===== src/rtl/mul_seq.sv =====
// Iterative N x N shift-add multiplier with per-operand signedness select.
// One partial product per clock; valid/ready on both sides, zero-bubble restart from DONE.
module mul_seq #(
  parameter int N  = 8,
  parameter int CW = $clog2(N)
) (
  input  logic           clk,
  input  logic           rst,
  input  logic           in_valid,
  output logic           in_ready,
  input  logic [N-1:0]   a,
  input  logic [N-1:0]   b,
  input  logic           sa,
  input  logic           sb,
  output logic           out_valid,
  input  logic           out_ready,
  output logic [2*N-1:0] z,
  output logic           busy
);

  localparam logic [1:0] S_IDLE = 2'd0;
  localparam logic [1:0] S_BUSY = 2'd1;
  localparam logic [1:0] S_DONE = 2'd2;
  localparam logic [CW-1:0] LAST = CW'(N-1);

  logic [1:0]     state;
  logic [2*N-1:0] acc;
  logic [2*N-1:0] a_sh;
  logic [N-1:0]   b_sh;
  logic           sb_r;
  logic [CW-1:0]  cnt;

  logic           accept;
  logic           last;
  logic [2*N-1:0] term;
  logic [2*N-1:0] acc_nxt;

  assign in_ready  = (state == S_IDLE) || ((state == S_DONE) && out_ready);
  assign accept    = in_valid && in_ready;
  assign out_valid = (state == S_DONE);
  assign busy      = (state == S_BUSY);

  // a_sh already carries the shift for the current step; b's MSB weighs -2^(N-1) when signed
  always_comb begin
    term    = b_sh[0] ? a_sh : '0;
    last    = (cnt == LAST);
    acc_nxt = (last && sb_r) ? (acc - term) : (acc + term);
  end

  always_ff @(posedge clk) begin
    if (rst) begin
      state <= S_IDLE;
      acc   <= '0;
      a_sh  <= '0;
      b_sh  <= '0;
      sb_r  <= 1'b0;
      cnt   <= '0;
      z     <= '0;
    end else begin
      case (state)
        S_BUSY: begin
          acc  <= acc_nxt;
          a_sh <= a_sh << 1;
          b_sh <= b_sh >> 1;
          if (last) begin
            z     <= acc_nxt;
            state <= S_DONE;
            cnt   <= '0;
          end else begin
            cnt <= cnt + CW'(1);
          end
        end
        S_DONE: begin
          if (out_ready && !in_valid) state <= S_IDLE;
        end
        default: state <= S_IDLE;
      endcase
      // accept can only fire from IDLE or DONE, so it never collides with BUSY updates
      if (accept) begin
        a_sh  <= sa ? {{N{a[N-1]}}, a} : {{N{1'b0}}, a};
        b_sh  <= b;
        sb_r  <= sb;
        acc   <= '0;
        cnt   <= '0;
        state <= S_BUSY;
      end
    end
  end

endmodule

===== config.mk =====
export PLATFORM = sky130hd
export DESIGN_NAME = mul_seq
export DESIGN_NICKNAME = d
export VERILOG_FILES = /design/src/rtl/mul_seq.sv
export SDC_FILE = /design/constraint.sdc
export NUM_CORES = 1
export LEC_CHECK = 0
export CAP_MARGIN = 20
export CORE_MARGIN = 1.5
export CORE_UTILIZATION = 24
export DETAILED_ROUTE_END_ITERATION = 8
export HOLD_SLACK_MARGIN = 0.15
export PLACE_DENSITY = 0.39
export SLEW_MARGIN = 5
export SYNTH_ARGS = -nofsm -noshare
export SYNTH_HDL_FRONTEND = slang
export SYNTH_SLANG_ARGS = --single-unit

===== constraint.sdc =====
create_clock -name clk -period 4.13 [get_ports clk]
set_input_delay 0.6195 -clock clk [delete_from_list [all_inputs] [get_ports clk]]
set_output_delay 0.6195 -clock clk [all_outputs]
set_load 0.05 [all_outputs]

==> results.md <==
- Ys async rst share: 0%
- First drt pass iteration count: 4
- VDD IR max: 0.000185 V
- Critical path data arrival time: 3.56 ns
- Post-synth top area cell: dfxtp_1
- Register area share after synthesis: 35.0%
- Total power: 2.17 mW
- Measured slew at the worst slew-check pin: 0.756 ns
- Total core area: 14500 um2
- Routed WL per cell: 14.6 um
- Reg2Reg Setup Slack: 0.85 ns
- Antenna cell count: 0
- Startpoint types: flop
- Min-delay src: z[9]$_SDFFE_PP0P_
- I/O Pins: 41
- Most common cell in the netlist: nand2_1
- Die Wd: 125 um
- Worst Hold End: z[9]$_SDFFE_PP0P_
- Share of cells above drive strength 1: 6.25%
- Worst rel slew slack: 49.4%
- Clk sinks: 62
- Synth top area cells: dfxtp_1 35%, nand2_1 11%, a21oi_1 7.6%
- Vias in the first global route: 3203
- First-pass GRT wire length: 16700 um
- Post-synth EDFFs: 0
- Final HPWL DP: 7190 um
- Warnings, synthesis: 0
- DR DRC count: 0
- Pin count of the biggest net entering global routing: 38
- Fin nets: 532
- Placed Cells: 663
- Final-report setup violation count: 0
- Met3 routed WL: 291 um
- FF-to-FF End: z[12]$_SDFFE_PP0P_
- Vert. Die Dim: 125 um
- Initial Util: 24.5%
- Crit Path Max Fanout: 12
- GR Overflow Total: 0
- GPL Wtd Cong: 0.786
- Port Buffers: 40
- Maximum clock rate: 304 MHz
- Cell Rows: 44
- Post-synth top flop: dfxtp_1
- Leak Pwr: 1.66 nW
- Mean Syn Cell Area: 7.69 um2
- Worst Setup Path Type: reg -> reg
- Setup TNS: 0 ns
- Most frequent cells after synthesis: 100 x nand2_1, 62 x dfxtp_1, 54 x a21oi_1
- Worst EP required: 4.40 ns
- Final Hold Vio Count: 0
- CTS Buf Count: 9
- Clock transition at the registers of the reported paths: 0.06 ns
- Origin of the critical flop-to-flop path: cnt[0]$_SDFFE_PP0P_
- Pwr/cell area: 487 nW/um2
- R2r worst-path depth: 13
- CP Capture Type: flop
- Post-CTS Setup Bufs: 0
- Max-slew violations: 0
- Synthesized area: 3540 um2
- Hold path depth: 2
- Initial antenna violation count: 0
- Unrepaired setup endpoints after global routing: false
- Initial DRC count: 176
- Top-area cell type share of the netlist area: 35.0%
- Status: complete, no violations
- Synth-to-layout area growth: 25.6%
- Gr usage total: 13.5%
- CTS H-tree lvls: 3
- Syn_nets: 502
- Synth Instances: 461
- Antenna viol nets, final: 0
- Met1 Wirelength: 4980 um
- Max Cap Violations: 0
- Final period utilization: 79.5%
- Library cells used by synthesis: 49
- Number of fill cells in the layout: 1549
- Clk_lat worst skew: 0.34 ns
- CTS tree: yes
- Top layer in use: met4
- Post-Route WL: 9930 um
- Final Skew: 0.00761 ns
- Multi-input gate area: 2130 um2
- Met2 Wirelength: 4510 um
- Worst min path class: reg -> reg
- Register area: 1240 um2
- Post_cts resized: 0
- Synth Register Bits: 62
- Hold Buf Count CTS: 0
- Via count: 3242
- Vias per cell: 4.77
- Final std cells w/o fill: 680
- DIE AREA: 15500 um2
- Min Tclk post-route: 3.28 ns
- Clock Path Buffers: 2
- Root Buffer: clkbuf_16
-- critical path: stages, from the launching register on --
cell and delay [ns]:
dfxtp_1 0.32, ha_1 0.19, ha_1 0.22, and2_1 0.29, nor2_1 0.27, xor2_1 0.24, ha_1 0.32, a21o_1 0.20
a21oi_1 0.28, o211ai_1 0.17, a311oi_1 0.29, xnor2_1 0.18, nand2_1 0.08, a21oi_1 0.16
-- registers in the layout, summed over array words and instances, names as in the netlist --
register	count
state	2
cnt	3
a_sh	16
sb_r	1
z	16
acc	16
b_sh	8
-- worst max-delay path by stage --
stage / start / slack [ns] / depth (start not counted) / end
final: cnt[0]$_SDFFE_PP0P_ / 0.85 / 13 / z[12]$_SDFFE_PP0P_
after floorplan: b_sh[0]$_SDFFE_PP0P_ / 0.84 / 17 / z[15]$_SDFFE_PP0P_
after detailed placement: cnt[0]$_SDFFE_PP0P_ / 0.86 / 13 / z[12]$_SDFFE_PP0P_
after CTS: cnt[0]$_SDFFE_PP0P_ / 0.85 / 13 / z[12]$_SDFFE_PP0P_
after global placement: a_sh[0]$_SDFFE_PP0P_ / 0.95 / 14 / z[15]$_SDFFE_PP0P_
after global routing: cnt[0]$_SDFFE_PP0P_ / 0.51 / 13 / z[12]$_SDFFE_PP0P_
-- report_power, final --
group	total [mW]	internal, mW	switching, mW
Sequential	0.679	0.638	0.0412
Combinational	0.635	0.264	0.370
Clock	0.854	0.577	0.278
-- layout make-up --
cell class | count | area share (%)
well taps | 184 | 5.17
multi-input cells | 355 | 47.8
flip-flops and latches | 62 | 27.9
repair buffers | 48 | 10.3
clock buffers | 13 | 6.07
clock inverters | 3 | 1.46
inverters | 15 | 1.26
-- layer usage --
metal  vias to the layer above  track usage, %
met1                      1509            17.8
met5                         -               0
met2                        49            21.6
li1                       1673               -
met4                         0            4.67
met3                        11            3.39
-- stage by stage --
stage / area [um2] / setup slack (ns) / hold WS, ns / utilization [%]
after floorplan: 3540 / 0.839 / 0.436 / -
after global placement: 4110 / 0.946 / 0.442 / 28.4
after detailed placement: 4110 / 0.865 / 0.448 / 28.4
after CTS: 4450 / 0.848 / 0.455 / 30.7
after global routing: 4450 / 0.510 / 0.479 / 30.8
final: 4450 / 0.846 / 0.450 / 30.8
-- kinds of logic (layout without fill, tap and decap cells) --
logic type | count (synthesis) | count (layout) | synth area share [%]
AOI/OAI and AO/OA | 133 | 133 | 24.0
DFF | 62 | 62 | 35.0
adders and majority gates | 19 | 19 | 6.92
muxes | 2 | 2 | 0.600
buffers and inverters | 44 | 79 | 4.91
and+or+nand+nor | 180 | 180 | 23.3
xor gates and xnor gates | 21 | 21 | 5.19
-- cells in the final DEF (no fill, tap or decap), types with 2 or more instances in the layout --
master	Yosys	routed
bufinv_16	0	2
nand2_1	100	100
o21ai_1	4	4
a311oi_1	8	8
xnor2_1	17	17
clkdlybuf4s50_1	0	40
o211ai_1	2	2
o21a_1	2	2
nor2b_1	4	4
and2_1	6	6
nand2b_1	5	5
o22ai_1	2	2
a221oi_1	6	6
nor3b_1	2	2
xor2_1	4	4
nor2_1	28	28
and3_1	4	4
a31oi_1	4	4
o21ai_0	15	15
clkbuf_16	0	9
a211oi_1	6	6
dfxtp_1	62	62
buf_4	0	8
nor3_1	6	6
a21oi_1	54	54
a22oi_1	8	8
a21o_1	10	10
nor4_2	2	2
inv_1	15	15
o31ai_1	4	4
nand3b_1	5	5
clkbuf_8	0	3
ha_1	18	18
nand3_1	13	13
Note: power is estimated with default switching activity, not from simulation.
